**src/rtl/imem_loader_if.sv**
```systemverilog
// Byte-stream input and instruction-memory write port of the loader.
// master = loader side, slave = host link / memory side.
interface imem_loader_if;
   logic [7:0]  in_data;
   logic        in_valid;
   logic        in_ready;
   logic        wr_en;
   logic [31:0] wr_addr;
   logic [31:0] wr_data;

   modport master (
      input  in_data, in_valid,
      output in_ready, wr_en, wr_addr, wr_data
   );

   modport slave (
      output in_data, in_valid,
      input  in_ready, wr_en, wr_addr, wr_data
   );
endinterface

```
**src/rtl/imem_loader.sv**
```systemverilog
// Loads a length-prefixed byte image into instruction memory as LE words.
// Optional trailer XOR check enabled by defining CHECKSUM_EN.
module imem_loader #(
   parameter logic [31:0] BASE_ADDR = 32'h0000_0000,
   parameter int          MAX_WORDS = 1024
) (
   input  logic        clk,
   input  logic        rst_n,
   input  logic        start,
   imem_loader_if.master bus,
   output logic        busy,
   output logic        done,
   output logic        err,
   output logic [15:0] word_cnt
);

   typedef enum logic [2:0] {
      IDLE, HDR0, HDR1, DATA, WRITE, DONE, ERR
`ifdef CHECKSUM_EN
      , CSUM
`endif
   } state_t;

`ifdef CHECKSUM_EN
   localparam state_t FIN = CSUM;
`else
   localparam state_t FIN = DONE;
`endif

   localparam logic [16:0] MAXW = 17'(MAX_WORDS);

   state_t      state, nstate;
   logic [15:0] n;
   logic [1:0]  bidx;
   logic [31:0] wdata, waddr;
   logic        rdy, wen, bsy, dn, er;
   logic        take, last, can_start;
   logic [15:0] n_full;
`ifdef CHECKSUM_EN
   logic [7:0]  csum;
`endif

   assign take      = bus.in_valid && rdy;
   assign n_full    = {bus.in_data, n[7:0]};
   assign last      = (word_cnt + 16'd1) == n;
   assign can_start = start &&
                      (state == IDLE || state == DONE || state == ERR);

   always_ff @(posedge clk or negedge rst_n) begin
      if (!rst_n) state <= IDLE;
      else        state <= nstate;
   end

   always_comb begin
      nstate = state;
      rdy    = 1'b0;
      wen    = 1'b0;
      bsy    = 1'b0;
      dn     = 1'b0;
      er     = 1'b0;
      unique case (state)
         IDLE: begin
            if (start) nstate = HDR0;
         end
         HDR0: begin
            rdy = 1'b1;
            bsy = 1'b1;
            if (take) nstate = HDR1;
         end
         HDR1: begin
            rdy = 1'b1;
            bsy = 1'b1;
            if (take) begin
               if (n_full == 16'd0)             nstate = FIN;
               else if ({1'b0, n_full} > MAXW)  nstate = ERR;
               else                             nstate = DATA;
            end
         end
         DATA: begin
            rdy = 1'b1;
            bsy = 1'b1;
            if (take && bidx == 2'd3) nstate = WRITE;
         end
         WRITE: begin
            wen    = 1'b1;
            bsy    = 1'b1;
            nstate = last ? FIN : DATA;
         end
         DONE: begin
            dn = 1'b1;
            if (start) nstate = HDR0;
         end
         ERR: begin
            er = 1'b1;
            if (start) nstate = HDR0;
         end
`ifdef CHECKSUM_EN
         CSUM: begin
            rdy = 1'b1;
            bsy = 1'b1;
            if (take) nstate = (bus.in_data == csum) ? DONE : ERR;
         end
`endif
         default: nstate = IDLE;
      endcase
   end

   // Bytes land directly in the output word; wr_addr is set as the word completes
   always_ff @(posedge clk or negedge rst_n) begin
      if (!rst_n) begin
         n        <= '0;
         bidx     <= '0;
         wdata    <= '0;
         waddr    <= '0;
         word_cnt <= '0;
`ifdef CHECKSUM_EN
         csum     <= '0;
`endif
      end else begin
         if (can_start) begin
            word_cnt <= '0;
            bidx     <= '0;
`ifdef CHECKSUM_EN
            csum     <= '0;
`endif
         end
         if (take && state == HDR0) n[7:0] <= bus.in_data;
         if (take && state == HDR1) begin
            n[15:8] <= bus.in_data;
            bidx    <= '0;
         end
         if (take && state == DATA) begin
            wdata[{bidx, 3'b000} +: 8] <= bus.in_data;
            bidx <= bidx + 2'd1;
`ifdef CHECKSUM_EN
            csum <= csum ^ bus.in_data;
`endif
            if (bidx == 2'd3)
               waddr <= BASE_ADDR + {14'd0, word_cnt, 2'b00};
         end
         if (state == WRITE) word_cnt <= word_cnt + 16'd1;
      end
   end

   assign bus.in_ready = rdy;
   assign bus.wr_en    = wen;
   assign bus.wr_addr  = waddr;
   assign bus.wr_data  = wdata;
   assign busy         = bsy;
   assign done         = dn;
   assign err          = er;

endmodule
```
**src/flat_wrapper.sv**
```systemverilog
// flat-port wrapper written by rule: the top's interface ports become plain ports
module imem_loader_flat 
#(
   parameter logic [31:0] BASE_ADDR = 32'h0000_0000,
   parameter int          MAX_WORDS = 1024
)
  (clk, rst_n, start, busy, done, err, word_cnt, bus_in_data, bus_in_valid, bus_in_ready, bus_wr_en, bus_wr_addr, bus_wr_data);
  imem_loader_if bus_i ();
  input  logic clk;
  input  logic rst_n;
  input  logic start;
  output logic busy;
  output logic done;
  output logic err;
  output logic [15:0] word_cnt;
  input wire logic [$bits(bus_i.in_data)-1:0] bus_in_data;
  input wire logic [$bits(bus_i.in_valid)-1:0] bus_in_valid;
  output wire logic [$bits(bus_i.in_ready)-1:0] bus_in_ready;
  output wire logic [$bits(bus_i.wr_en)-1:0] bus_wr_en;
  output wire logic [$bits(bus_i.wr_addr)-1:0] bus_wr_addr;
  output wire logic [$bits(bus_i.wr_data)-1:0] bus_wr_data;
  assign bus_i.in_data = bus_in_data;
  assign bus_i.in_valid = bus_in_valid;
  assign bus_in_ready = bus_i.in_ready;
  assign bus_wr_en = bus_i.wr_en;
  assign bus_wr_addr = bus_i.wr_addr;
  assign bus_wr_data = bus_i.wr_data;
  imem_loader #(.BASE_ADDR(BASE_ADDR), .MAX_WORDS(MAX_WORDS)) u_core (.clk(clk), .rst_n(rst_n), .start(start), .bus(bus_i), .busy(busy), .done(done), .err(err), .word_cnt(word_cnt));
endmodule
```
**config.mk**
```make
export PLATFORM = sky130hd
export DESIGN_NAME = imem_loader_flat
export DESIGN_NICKNAME = d
export VERILOG_FILES = /design/src/rtl/imem_loader_if.sv /design/src/rtl/imem_loader.sv /design/src/flat_wrapper.sv
export SDC_FILE = /design/constraint.sdc
export NUM_CORES = 1
export LEC_CHECK = 0
export CAP_MARGIN = 5
export CORE_MARGIN = 5
export CORE_UTILIZATION = 30
export DETAILED_ROUTE_END_ITERATION = 10
export GPL_TIMING_DRIVEN = 1
export PLACE_DENSITY = 0.55
export SETUP_SLACK_MARGIN = 0.02
export SYNTH_ARGS = -nofsm -noshare
export SYNTH_HDL_FRONTEND = slang
export SYNTH_SLANG_ARGS = --single-unit
```
**constraint.sdc**
```tcl
create_clock -name clk -period 3.3 [get_ports clk]
set_input_delay 0.495 -clock clk [delete_from_list [all_inputs] [get_ports clk]]
set_output_delay 0.495 -clock clk [all_outputs]
set_load 0.02 [all_outputs]
```
Word level (Yosys, flattened, before mapping)
Cells that the tools add are included.

word-level totals
  RAM bits = 0
  logic and storage cells = 61
  bits in latches = 0
  output and inout port bits = 85
  ROM bits = 0
  memories kept = 0
  register bits = 85

operators by class
  divide/modulo/power cells = 0
  shifts and indexed selects = 2
  bitwise logic cells = 0
  eq/ne operators = 12
  magnitude comparators = 1
  muxes and demuxes = 19
  reduce and logical (&&, ||, !) cells = 17
  add/sub/neg operators = 3
  $mul = 0

operators by type and width
  cell                      number
  $bwmux W32                1
  $mux W16                  2
  $shift A8 B7 Y32 const A  1
  $shiftx A8 B7 Y32         1
  $mux W3                   7
  $add A16 B1 Y16 const B   1
  $eq A16 B16 Y1            1
  $gt A16 B11 Y1 const B    1
  $logic_not A16 Y1         1
  $pmux W3 S5               1
  $eq A3 B3 Y1 const B      3
  $ne A2 B1 Y1 const B      4
  $neg A5 Y7                1
  $eq A3 B2 Y1 const B      2
  $logic_and A1 B1 Y1       6
  $mux W2                   3
  $reduce_or A3 Y1          2
  $mux W1                   5
  $reduce_and A4 Y1         1
  $reduce_or A4 Y1          1
  $eq A3 B1 Y1 const B      1
  $logic_not A3 Y1          1
  $reduce_bool A3 Y1        1
  $add A2 B1 Y2 const B     1
  other kinds (4)           5

Longest topological paths before layout
  word-level depth = 7
  mapped depth = 7
  mapped depth without buffers = 7

Worst setup path after synthesis
Ideal clock, no wire load.

  path kind = register to register
  start point = register u_core.word_cnt[0]
  end point = register u_core.state[1]
  required time = 3.176 ns
  cell stages (with the launch flop) = 8
  path slack = 1.035 ns
  path buffers = 0
  arrival time = 2.141 ns
  cells stage by stage = dfrtp_1 -> ha_1 -> and3_1 -> a2111oi_2 -> a31oi_1 -> a2111oi_2 -> nand4_1 -> a211o_1

between the ends
  word-level cells in the longest chain between the ends = 4

ends and longest elaborated chain
  item                    RTL line            source
  from (decl)             imem_loader.sv:14   output logic [15:0] word_cnt
  from (signal assigned)  imem_loader.sv:141  if (state == WRITE) word_cnt <= word_cnt + 16'd1;
  $add A16 B1 Y16         imem_loader.sv:45   assign last = (word_cnt + 16'd1) == n;
  $eq A16 B16 Y1          imem_loader.sv:45
  $mux W3                 imem_loader.sv:87   nstate = last ? FIN : DATA;
  $pmux W3 S5             imem_loader.sv:61   unique case (state)
  to (signal assigned)    imem_loader.sv:51   else state <= nstate;
  to (decl)               imem_loader.sv:32   state_t state, nstate;

Every way passes these cells.
A chain may end at the register's enable or synchronous reset.

Worst setup path after layout
  start point = register u_core.state[0]
  end point = output bus_wr_en

between the ends
  word-level cells in the longest chain between the ends = 2

ends and longest elaborated chain
  item          RTL line            source
  $eq A3 B3 Y1  imem_loader.sv:61
  $mux W1       imem_loader.sv:61
  to (decl)     flat_wrapper.sv:19  output wire logic [$bits(bus_i.wr_en)-1:0] bus_wr_en;

Every way passes these cells.

==> flow_metrics.tcl <==
set metrics [dict create \
    worstMarginPinSlew_ps 933 \
    avgSynthCellArea_um2 9.84 \
    track_usage_pct 14.7 \
    final_hold_viol_count 0 \
    dieArea_mm2 0.0171 \
    final_cell_mix "89 x nand2_1, 85 x dfrtp_1, 79 x clkdlybuf4s50_1" \
    p_comb_share_pct 37.8 \
    startpoint "u_core.state[0]$_DFFE_PN0P_" \
    vias_per_cell 4.85 \
    nNetsFinal 540 \
    synth_top_cell_by_area "dfrtp_1" \
    power_frac_seq_pct 38.2 \
    rsz0062_at_grt "false" \
    postSynthCellCount 444 \
    ir_worst_vdd_mv 0.328 \
    critPathMaxFanout 14 \
    finalSetupViolCount 0 \
    drv_slew 0 \
    antennaDiodeCount 0 \
    cp.arrival_ps 2070 \
    slew-limit-headroom_pct 37.7 \
    start_util_pct 30.3 \
    pin_count 97 \
    cts_max_level 3 \
    final-seq-area_mm2 0.00213 \
    drt_iter0_markers 305 \
    utilization_pct 38.7 \
    synth_ff_type "dfrtp_1" \
    portBuffers 80 \
    cts_buffer_depth 2 \
    cp-end-kind "primary output" \
    ys_ff_latch 85 \
    grt_pass1_wl_mm 19.1 \
    syn_area_mm2 0.00437 \
    cts_made_buffers 9 \
    outcome "finished, final reports clean" \
    ctsResizeCount 0 \
    hold_path.class "in -> async" \
    intPower_w 0.00252 \
    drcViolationCount 0 \
    fin_crit_ps 2560 \
    synth_top_area_share_pct 48.7 \
    p_switching_w 0.00152 \
    hpwl_mm 8.59 \
    fmax_ghz 0.390 \
    cts_tree "yes" \
    antenna_found_initial 0 \
    synth_async_sr_flop_share_pct 100 \
    syn_to_final_growth_pct 27.8 \
    fillCellCount 1455 \
    clock_latency_ps 350 \
    grt_max_degree 36 \
    clk_pin_slew_ps 70 \
    fin_skew_ps 9.20 \
    routabilityCongestion 0.804 \
    ff2ff_path_depth 7 \
    p_leak_nw 2.33 \
    layout_commonest_cell "nand2_1" \
    wl_per_cell_um 16.4 \
    fin_tns_setup_ps 0 \
    layout-drive-gt1-share_pct 12.9 \
    die_x_um 131 \
    r2r_start "u_core.word_cnt[0]$_DFFE_PN0P_" \
    ys_seq_area_share_pct 48.7 \
    gr-total-overflow 0 \
    fin_crit_sh_pct 77.7 \
    yosys_warnings 0 \
    cts.sink_count 85 \
    ant_nets 0 \
    ys_types 50 \
    critPathLaunchType "flop" \
    sw_frac_of_total_pct 37.6 \
    wl_mm 11.7 \
    hold_buffers 0 \
    r2r_slack_ps 900 \
    core_mm2 0.0144 \
    cts_setup_buffers 0 \
    netlist_top_cells_area "dfrtp_1 49%, mux2_2 8.0%, nand2_1 7.6%, o21ai_0 6.8%, xnor2_1 3.8%" \
    firstDrtPassIters 4 \
    powerDensity_mw_per_mm2 723 \
    max-cap-violations 0 \
    first_global_vias 3476 \
    cts-root-buf "clkbuf_16" \
    multiInputGateArea_mm2 0.00204 \
    clkPwrFrac_pct 24.0 \
    die_height_um 131 \
    worstPathCellList "nor2_1 > nand2_1 > inv_1 > clkdlybuf4s50_1" \
    vias 3450 \
    rows 44 \
    synth_edf_count 0 \
    crit_type "reg -> out" \
    timing.rr.end "u_core.state[1]$_DFFE_PN0P_" \
    crit_required_ps 2800 \
    crit_slowest_cell "clkdlybuf4s50_1" \
    max_stage_delay_ps 610 \
]
==> flip-flops by register name, summed over array words and instances (netlist names) <==
register / count
u_core.word_cnt: 16
u_core.bus.wr_data: 32
u_core.state: 3
u_core.bidx: 2
u_core.bus.wr_addr: 16
u_core.n: 16
==> cell usage after synthesis, drive strengths merged (3+ instances only) <==
cell type	instances
nand2	89
dfrtp	85
o21ai	59
mux2	31
buf	26
xnor2	19
nor2	17
clkbuf	13
a21oi	10
inv	8
nand4	7
xor2	7
and3	6
ha	6
nor4	6
a31oi	4
nand3	4
nand3b	4
nor2b	4
and2	3
nor3	3
nor3b	3
o22ai	3
o31ai	3
==> per-stage QoR <==
step	setup WS [ps]	hold slack [ps]	instances	cell area, µm²	total power (W)
floorplan	1030	199	459	4420	0.00251
global placement	912	467	695	5310	0.00307
detailed placement	887	473	695	5310	0.00309
CTS	717	112	711	5580	0.00409
global route	612	132	711	5580	0.00432
finish	736	109	711	5580	0.00404
==> routing by layer <==
layer	vias to the layer above	global-route usage [%]	routed length (µm)
li1	1666	-	-
met1	1661	19.3	5170
met2	113	23.2	5440
met3	10	5.53	943
met4	0	3.63	129
met5	-	0	0
==> power groups by stage <==
stage / sequential, W / combinational, W / clock, W
final: 0.00154 / 0.00152 / 0.000969
after global routing: 0.00159 / 0.00169 / 0.00104
after CTS: 0.00155 / 0.00154 / 0.00100
after detailed placement: 0.00156 / 0.00153 / 0
after global placement: 0.00156 / 0.00152 / 0
after floorplan: 0.00159 / 0.000924 / 0
==> final cells by class <==
cell class | count | area share, %
sequential | 85 | 38.1
timing repair buffer | 91 | 15.8
inverter | 8 | 0.538
tap | 184 | 4.12
clock buffer | 9 | 4.03
multi-input combinational | 327 | 36.5
clock inverter | 7 | 0.963
==> critical path: cells and delay by family, from the launching register on <==
kind          cells  cell delay, ps
flops             1             530
simple gates      2             450
buf+inv           2             740
==> logic make-up (layout without fill, tap and decap cells) <==
kind of cell	count (synthesis)	after routing	synth area share [%]
AND/OR/NAND/NOR	153	153	17.4
other	1	16	0.0859
flip-flops	85	85	48.7
adder cells (fa/ha/maj)	7	7	1.95
AO/OA/AOI/OAI	93	93	12.5
multiplexers	32	32	8.22
XOR/XNOR	26	26	5.21
buffers and inverters	47	115	5.96
==> worst max path at each step <==
| stage | to | slack, ps | cells past startpoint |
|---|---|---|---|
| finish | bus_wr_en | 740 | 4 |
| floorplan | u_core.state[1]$_DFFE_PN0P_ | 1030 | 7 |
| global placement | u_core.state[1]$_DFFE_PN0P_ | 910 | 5 |
| global route | bus_wr_en | 610 | 4 |
| detailed placement | u_core.state[1]$_DFFE_PN0P_ | 890 | 7 |
| CTS | bus_wr_en | 720 | 4 |
Note: power is estimated with default switching activity, not from simulation.
